<file path="src/rtl/ro_puf_pkg.sv">
// Shared types and default sizes for the ring-oscillator PUF measurement slice.
package ro_puf_pkg;

  localparam int NUM_RO_DEF = 9;
  localparam int CNT_W_DEF  = 32;
  localparam int CHAL_W_DEF = 6;
  localparam int SEL_W      = 4;

  typedef enum logic [2:0] {
    IDLE,
    CLEAR,
    MEASURE,
    SETTLE,
    CAPTURE,
    COMPARE,
    DONE
  } state_t;

  typedef logic [CNT_W_DEF-1:0] count_t;
  typedef count_t count_arr_t [NUM_RO_DEF];

endpackage

</file>
<file path="src/rtl/ro_puf_sequencer.sv">
// Steps through every ring oscillator, times its counting window, captures each count
// and forms the response word from adjacent-count comparisons.
module ro_puf_sequencer
  import ro_puf_pkg::*;
#(
  parameter int NUM_RO        = NUM_RO_DEF,
  parameter int CNT_W         = CNT_W_DEF,
  parameter int WINDOW_CYCLES = 16777215,
  parameter int SETTLE_CYCLES = 4,
  parameter int CHAL_W        = CHAL_W_DEF
) (
  input  logic              CLK,
  input  logic              RESET,
  input  logic              START,
  input  logic [CHAL_W-1:0] CHALLENGE,
  output logic [CHAL_W-1:0] RO_CHALLENGE,
  output logic [SEL_W-1:0]  RO_SEL,
  output logic              RO_EN,
  output logic              CNT_CLR,
  input  logic [CNT_W-1:0]  CNT_VALUE,
  output logic              BUSY,
  output logic              RESP_VALID,
  output logic [NUM_RO-2:0] RESPONSE
);

  localparam int WIN_W = $clog2(WINDOW_CYCLES + 1);
  localparam int SET_W = $clog2(SETTLE_CYCLES + 1);

  state_t             state;
  state_t             state_next;
  logic [SEL_W-1:0]   index;
  logic [WIN_W-1:0]   win_cnt;
  logic [SET_W-1:0]   settle_cnt;
  logic [CNT_W-1:0]   counts [NUM_RO];
  logic [CHAL_W-1:0]  chal_q;
  logic [NUM_RO-2:0]  resp_q;
  logic               last_ro;

  assign last_ro      = (index == SEL_W'(NUM_RO - 1));
  assign RO_SEL       = index;
  assign RO_CHALLENGE = chal_q;
  assign RESPONSE     = resp_q;

  always_ff @(posedge CLK) begin
    if (RESET) begin
      state <= IDLE;
    end else begin
      state <= state_next;
    end
  end

  always_comb begin
    state_next = state;
    BUSY       = 1'b1;
    RO_EN      = 1'b0;
    CNT_CLR    = 1'b0;
    RESP_VALID = 1'b0;
    unique case (state)
      IDLE: begin
        BUSY = 1'b0;
        if (START) begin
          state_next = CLEAR;
        end
      end
      CLEAR: begin
        CNT_CLR    = 1'b1;
        state_next = MEASURE;
      end
      MEASURE: begin
        RO_EN = 1'b1;
        if (win_cnt == '0) begin
          state_next = SETTLE;
        end
      end
      SETTLE: begin
        if (settle_cnt == '0) begin
          state_next = CAPTURE;
        end
      end
      CAPTURE: begin
        state_next = last_ro ? COMPARE : CLEAR;
      end
      COMPARE: begin
        state_next = DONE;
      end
      DONE: begin
        RESP_VALID = 1'b1;
        state_next = IDLE;
      end
      default: begin
        state_next = IDLE;
      end
    endcase
  end

  // Both down-counters are reloaded in CLEAR so every oscillator gets an identical window.
  always_ff @(posedge CLK) begin
    if (RESET) begin
      index      <= '0;
      win_cnt    <= '0;
      settle_cnt <= '0;
      chal_q     <= '0;
      resp_q     <= '0;
      for (int i = 0; i < NUM_RO; i++) begin
        counts[i] <= '0;
      end
    end else begin
      unique case (state)
        IDLE: begin
          if (START) begin
            chal_q <= CHALLENGE;
            index  <= '0;
          end
        end
        CLEAR: begin
          win_cnt    <= WIN_W'(WINDOW_CYCLES - 1);
          settle_cnt <= SET_W'(SETTLE_CYCLES - 1);
        end
        MEASURE: begin
          if (win_cnt != '0) begin
            win_cnt <= win_cnt - WIN_W'(1);
          end
        end
        SETTLE: begin
          if (settle_cnt != '0) begin
            settle_cnt <= settle_cnt - SET_W'(1);
          end
        end
        CAPTURE: begin
          for (int i = 0; i < NUM_RO; i++) begin
            if (index == SEL_W'(i)) begin
              counts[i] <= CNT_VALUE;
            end
          end
          if (!last_ro) begin
            index <= index + SEL_W'(1);
          end
        end
        COMPARE: begin
          for (int i = 0; i < NUM_RO - 1; i++) begin
            resp_q[i] <= (counts[i] > counts[i+1]);
          end
        end
        default: begin
        end
      endcase
    end
  end

endmodule

</file>
<file path="config.mk">
export PLATFORM = sky130hd
export DESIGN_NAME = ro_puf_sequencer
export DESIGN_NICKNAME = d
export VERILOG_FILES = /design/src/rtl/ro_puf_pkg.sv /design/src/rtl/ro_puf_sequencer.sv
export SDC_FILE = /design/constraint.sdc
export NUM_CORES = 1
export LEC_CHECK = 0
export CORE_UTILIZATION = 30
export CTS_CLUSTER_DIAMETER = 150
export CTS_CLUSTER_SIZE = 12
export DETAILED_ROUTE_END_ITERATION = 16
export PLACE_DENSITY = 0.45
export SETUP_SLACK_MARGIN = 0.05
export SLEW_MARGIN = 25
export SYNTH_ARGS = -nofsm -noshare
export SYNTH_HDL_FRONTEND = slang
export SYNTH_SLANG_ARGS = --single-unit
</file>
<file path="constraint.sdc">
create_clock -name CLK -period 3.8 [get_ports CLK]
set_input_delay 0.76 -clock CLK [delete_from_list [all_inputs] [get_ports CLK]]
set_output_delay 0.76 -clock CLK [all_outputs]
set_load 0.03 [all_outputs]
</file>
==> impl_metrics.py, run 1 <==
metrics = {
    "drt": {
        "drtPass1Iterations": 6,
        "drcViolationCount": 0,
        "wl_per_cell_um": 19.7,
        "drt_iter0_drc": 655,
        "antenna_left": 0,
        "vias": 11383,
        "vias_per_cell": 4.77,
        "wl_mm": 47.0,
    },
    "cells_and_area": {
        "fin_nets": 1901,
        "drive_gt1_share_pct": 4.26,
        "antenna_cells": 0,
        "fill_cells": 5827,
        "final_cells": 2385,
        "fin_area_mm2": 0.0202,
        "final_core_util_pct": 34.9,
        "area_delta_synth_final_pct": 14.6,
    },
    "clock_network": {
        "cts_resized": 0,
        "cts_tree": "yes",
        "hold_buffers": 0,
        "clk_pin_slew_ns": 0.06,
        "clk_path_buf_depth": 3,
        "clock_sinks": 336,
        "cts_setup_buffers": 0,
        "numCtsBuffers": 31,
        "root_buffer": "clkbuf_16",
        "htreeDepth": 1,
        "clock_latency_ns": 0.60,
    },
    "synth": {
        "synth_area_leader_cell": "edfxtp_1",
        "synth_edf_count": 288,
        "synth_top_area_share_pct": 49.1,
        "synth_nets": 1808,
        "synthArstFlopShare_pct": 0,
        "yosysMostFrequentCell": "edfxtp_1",
        "synth_warnings": 0,
        "synth_common_cells": "edfxtp_1, inv_1, ha_1",
        "syn-cell-area_mm2": 0.0176,
        "yosysSeqAreaShare_pct": 54.5,
        "yosys-top-cells-area": "edfxtp_1, ha_1, inv_1, dfxtp_1, a21oi_1",
        "synthCells": 1503,
        "synth-seq-cells": 336,
        "synth.avg_cell_area_um2": 11.7,
        "synth.distinct_cells": 55,
        "ys.flop_type": "edfxtp_1",
    },
    "pwr": {
        "total_power_mw": 8.02,
        "vdd.ir_drop.worst_mv": 0.331,
        "p_leak_nw": 8.38,
        "p_per_area_mw_per_mm2": 397,
    },
    "sta": {
        "hold_slack_ns": 0.455,
        "min_period_over_period_pct": 83.2,
        "skew_ns": 0.0272,
        "drv_slew": 0,
        "rsz0062_at_grt": "false",
        "setup_violations": 0,
        "timing.setup.tns_ns": 0,
        "timing.final.ws_setup_ns": 0.639,
        "hold_viol": 0,
        "slew_headroom_pct": 28.5,
        "max_freq_mhz": 316,
        "period_minus_slack_ns": 3.16,
        "worst_pin_slew_ns": 1.05,
    },
    "global_route": {
        "grt_overflow": 0,
        "grt_max_degree": 47,
        "grt-busiest-layer": "met2",
        "grt_use_met3_pct": 1.65,
        "use_met1_pct": 22.9,
        "grt_pass1_wl_mm": 71.3,
        "antenna_found_initial": 0,
        "grt_pass1_vias": 11499,
        "grt.total_usage_pct": 15.8,
        "grtUsageMet2_pct": 25.4,
    },
    "floorplanning": {
        "io_pins": 63,
        "start_util_pct": 30.4,
        "die_h_um": 244,
        "die_area_mm2": 0.0597,
        "core_area_mm2": 0.0579,
        "fp.dieW_um": 244,
        "fp-row-count": 88,
    },
    "hold_path": {
        "hold_path_class": "reg2reg",
    },
    "critical_path": {
        "crit_type": "reg2out",
        "r2r_slack_ns": 1.08,
        "cp_top_family": "buffers and inverters",
        "cp_max_fo": 24,
        "worst_ep_arrival_time_ns": 2.40,
        "critPathRequiredTime_ns": 3.04,
        "worst-path-buf-inv": 3,
        "cp-end-kind": "primary output",
        "worstSetupStartpointType": "flip-flop",
        "slowest_stage": "clkdlybuf4s50_1",
        "critPathMaxStageDelay_ns": 0.65,
        "path_cells": "nor2_1 -> nand2_1 -> buf_4 -> inv_1 -> clkdlybuf4s50_1",
    },
    "status": {
        "status": "finished, final reports clean",
    },
    "placed_design": {
        "hpwlAfterDp_mm": 35.5,
        "dpl-instance-area_mm2": 0.0193,
        "dp.cells": 2328,
        "dp_slack_ns": 1.10,
        "io_buffer_count": 62,
        "gp_congestion": 0.801,
    },
    "flow_run": {
        "drv_cap": 0,
    },
}
==> area by class of cell <==
cell class              count  area, µm²  share of cell area [%]
clock buffers              56        870                    4.30
clock inverters             1       8.76                  0.0433
inverters                 271       1020                    5.03
multi-input cells         879       6970                    34.5
flip-flops and latches    336       9610                    47.5
well taps                 765        957                    4.74
repair buffers             77        778                    3.85
==> placed cells by master (no fill, tap or decap), types with 5 or more instances in the layout <==
cell	instances
a31oi_1	8
a221o_1	10
a211oi_1	15
a221oi_1	5
inv_1	270
nand2_1	72
or3_1	5
nand2_2	8
and2_1	36
dfxtp_1	48
buf_4	11
nor3_1	20
a21o_1	40
edfxtp_1	288
and3_1	11
clkbuf_1	25
nor2b_1	16
xnor2_1	10
nor4_1	15
nor2_1	42
o21ai_0	24
o211ai_1	7
ha_1	264
nand3_1	29
xor2_1	13
clkbuf_16	31
nand4_1	49
clkdlybuf4s50_1	61
a21oi_1	132
==> worst min-delay path, stage by stage (launching register included) <==
cell and delay [ns]:
dfxtp_1 0.31, nand2_1 0.05, a21oi_1 0.05
==> registers in the layout (all words and copies together) (netlist names) <==
register / count
win_cnt: 24
counts: 288
settle_cnt: 3
RESPONSE: 8
RO_CHALLENGE: 6
state: 3
RO_SEL: 4
==> kinds of logic (layout without fill, tap and decap cells) <==
group	Yosys count	count (layout)	share of synthesized area (%)
and+or+nand+nor	326	326	9.96
AOI/OAI and AO/OA	266	266	9.50
xor gates and xnor gates	23	23	1.14
DFF	336	336	54.5
buffers and inverters	288	405	6.15
adders and majority gates	264	264	18.7
==> where the power goes <==
group          switching, mW  leakage [nW]  internal [mW]
Combinational          0.507          4.60          0.331
Clock                   1.40         0.416           1.53
Sequential             0.107          3.37           4.14
==> metal layers <==
metal,up-vias,wire length (µm)
li1,5603,-
met1,5588,23900
met2,147,21000
met3,45,1390
met4,0,737
met5,-,0
==> worst paths after layout <==
| path | depth (start not counted) | endpoint | from |
|---|---|---|---|
| worst max register to register | 5 | RESPONSE[7] | counts[0][239] |
| worst min-delay path | 2 | RO_CHALLENGE[4] | RO_CHALLENGE[4] |
| worst max-delay path | 5 | CNT_CLR | state[2] |
| worst min register to register | 2 | RO_CHALLENGE[4] | RO_CHALLENGE[4] |
Power figures use the tool's default switching activity.
==> run 2, diff against run 1 <==
- clock period: 3.8 -> 2.65 ns (I/O delays scaled with it)
==> run 2 against run 1 <==
Combinational power up 42%. Largest power group unchanged. Highest routed layer unchanged. Critical endpoint is now RESPONSE[1]. Non-clock buffer count rose by 39. Sequential share of layout area shrank 0.84 points. Routed wire length down 6.0%.
==> impl_metrics.py, run 2 (synthesis gave the netlist of run 1 again) <==
metrics = {
    "drt": {
        "top_layer_used": "met4",
        "wl_per_cell_um": 18.2,
        "vias_per_cell": 4.67,
        "wl_mm": 44.2,
        "vias": 11327,
        "drt_iter0_drc": 552,
        "wl_met3_mm": 1.46,
        "antenna_left": 0,
        "drtPass1Iterations": 5,
        "dr_wl_met2_mm": 20.2,
        "routedLengthMet1_mm": 21.9,
        "drcViolationCount": 0,
    },
    "floorplanning": {
        "fp-row-count": 88,
        "die_h_um": 244,
        "fp.dieW_um": 244,
        "io_pins": 63,
        "core_area_mm2": 0.0579,
        "start_util_pct": 30.4,
        "die_area_mm2": 0.0597,
    },
    "pwr": {
        "internal_power_mw": 8.62,
        "p_seq_share_pct": 53.0,
        "vdd.ir_drop.worst_mv": 0.597,
        "pwr-share-comb_pct": 10.4,
        "swShare_pct": 24.8,
        "p_sw_mw": 2.84,
        "p_leak_nw": 8.63,
        "pwr-share-clk_pct": 36.6,
        "p_per_area_mw_per_mm2": 557,
    },
    "status": {
        "status": "finished, final reports clean",
    },
    "sta": {
        "setup_violations": 0,
        "rsz0062_at_grt": "false",
        "max_freq_mhz": 405,
        "period_minus_slack_ns": 2.47,
        "drv_slew": 0,
        "hold_slack_ns": 0.453,
        "slew_headroom_pct": 49.1,
        "timing.setup.tns_ns": 0,
        "hold_viol": 0,
        "worst_pin_slew_ns": 0.757,
        "min_period_over_period_pct": 93.2,
        "skew_ns": 0.0213,
    },
    "cells_and_area": {
        "fin_nets": 1940,
        "final_core_util_pct": 35.5,
        "final_common_cell": "edfxtp_1",
        "largest_register_ffs": 288,
        "area_delta_synth_final_pct": 16.7,
        "most-common-layout-cells": "edfxtp_1, inv_1, ha_1",
        "drive_gt1_share_pct": 6.63,
        "regMostFlops": "counts",
        "fill_cells": 5814,
    },
    "flow_run": {
        "drv_cap": 0,
    },
    "global_route": {
        "grt_pass1_vias": 11496,
        "antenna_found_initial": 0,
        "grt_pass1_wl_mm": 67.7,
        "grt.total_usage_pct": 14.9,
        "grt_max_degree": 33,
        "grt_overflow": 0,
    },
    "hold_path": {
        "min_from": "RESET",
        "hold_path_class": "in2reg",
        "worst_hold_path.endpoint": "RO_SEL[0]",
        "hold_path_depth": 3,
    },
    "clock_network": {
        "clock_latency_ns": 0.60,
        "clk_path_buf_depth": 3,
        "clk_pin_slew_ns": 0.07,
        "clock_sinks": 336,
        "hold_buffers": 0,
        "root_buffer": "clkbuf_16",
        "cts_tree": "yes",
        "htreeDepth": 1,
        "numCtsBuffers": 31,
    },
    "critical_path": {
        "cp_max_fo": 3,
        "cp-end-kind": "flip-flop",
        "worstSetupStartpointType": "flip-flop",
        "worst_ep_arrival_time_ns": 2.95,
        "rr_startpoint": "counts[0][63]",
        "critPathRequiredTime_ns": 3.13,
        "crit_type": "reg2reg",
        "r2r-end": "RESPONSE[1]",
        "worstRegToRegCells": 7,
        "r2r_slack_ns": 0.18,
    },
    "placed_design": {
        "hpwlAfterDp_mm": 33.5,
        "io_buffer_count": 62,
        "gp_congestion": 0.802,
    },
}
run 2: changes by cell type in the layout (fill, tap and decap cells not counted), sizes merged:
| cell | delta |
|---|---|
| clkdlybuf4s50 | -4 |
| diode | +1 |
| buf | +39 |
| dlymetal6s2s | +1 |
| dlygate4sd2 | +3 |
run 2: layer usage:
metal	vias up	global-route usage, %
met2	132	24.6
met5	-	0
li1	5697	-
met4	0	3.14
met1	5460	20.8
met3	38	1.78
run 2: power by group through the flow:
stage               Sequential [mW]  Clock, mW  Combinational, mW
floorplan                      6.17          0              0.755
global placement               6.19          0               1.20
detailed placement             6.19          0               1.21
CTS                            6.08       4.35               1.21
global route                   6.11       4.51               1.35
finish                         6.08       4.19               1.19
run 2: what timing repair did:
action,4_1_cts,5_1_grt
setup endpoints to repair,4,6
gates resized for setup,4,2
cloned,0,0
setup buffers,0,1
pin swaps,0,1
run 2: how the worst max path moves through the flow:
stage	end	slack [ns]	from	cells after the start
2_1_floorplan	counts[0][128]	-0.02	state[0]	6
3_3_place_gp	RESPONSE[1]	0.008	counts[0][63]	7
3_5_place_dp	RESPONSE[1]	-0.0006	counts[0][59]	7
4_1_cts	RESPONSE[1]	0.09	state[0]	6
5_1_grt	counts[0][178]	0.06	RO_SEL[0]	6
6_report	RESPONSE[1]	0.18	counts[0][63]	7
run 2: through the flow:
step	cell area (µm²)	setup slack, ns	cells	power (mW)
floorplan	17600	-0.0205	1503	6.92
global placement	19700	0.00781	2366	7.39
detailed placement	19700	-0.000640	2366	7.40
CTS	20600	0.0902	2423	11.6
global route	20600	0.0596	2424	12.0
finish	20600	0.180	2425	11.5
run 2: cell type report:
class	count	area (µm²)	area share, %
Inverter	271	1020	4.94
Multi-Input combinational cell	879	6980	33.9
Sequential cell	336	9610	46.7
Antenna cell	1	2.50	0.0122
Clock inverter	1	8.76	0.0426
Timing Repair Buffer	116	1130	5.50
Tap cell	765	957	4.65
Clock buffer	56	870	4.23
run 2: worst max-delay path, stage by stage, from the launching register on:
cell and delay [ns]:
edfxtp_1 0.40, ha_1 0.32, nand4_1 0.21, nor4_2 0.47, nand4_1 0.34, nor4_1 0.33, nor3_1 0.15, o21a_1 0.13
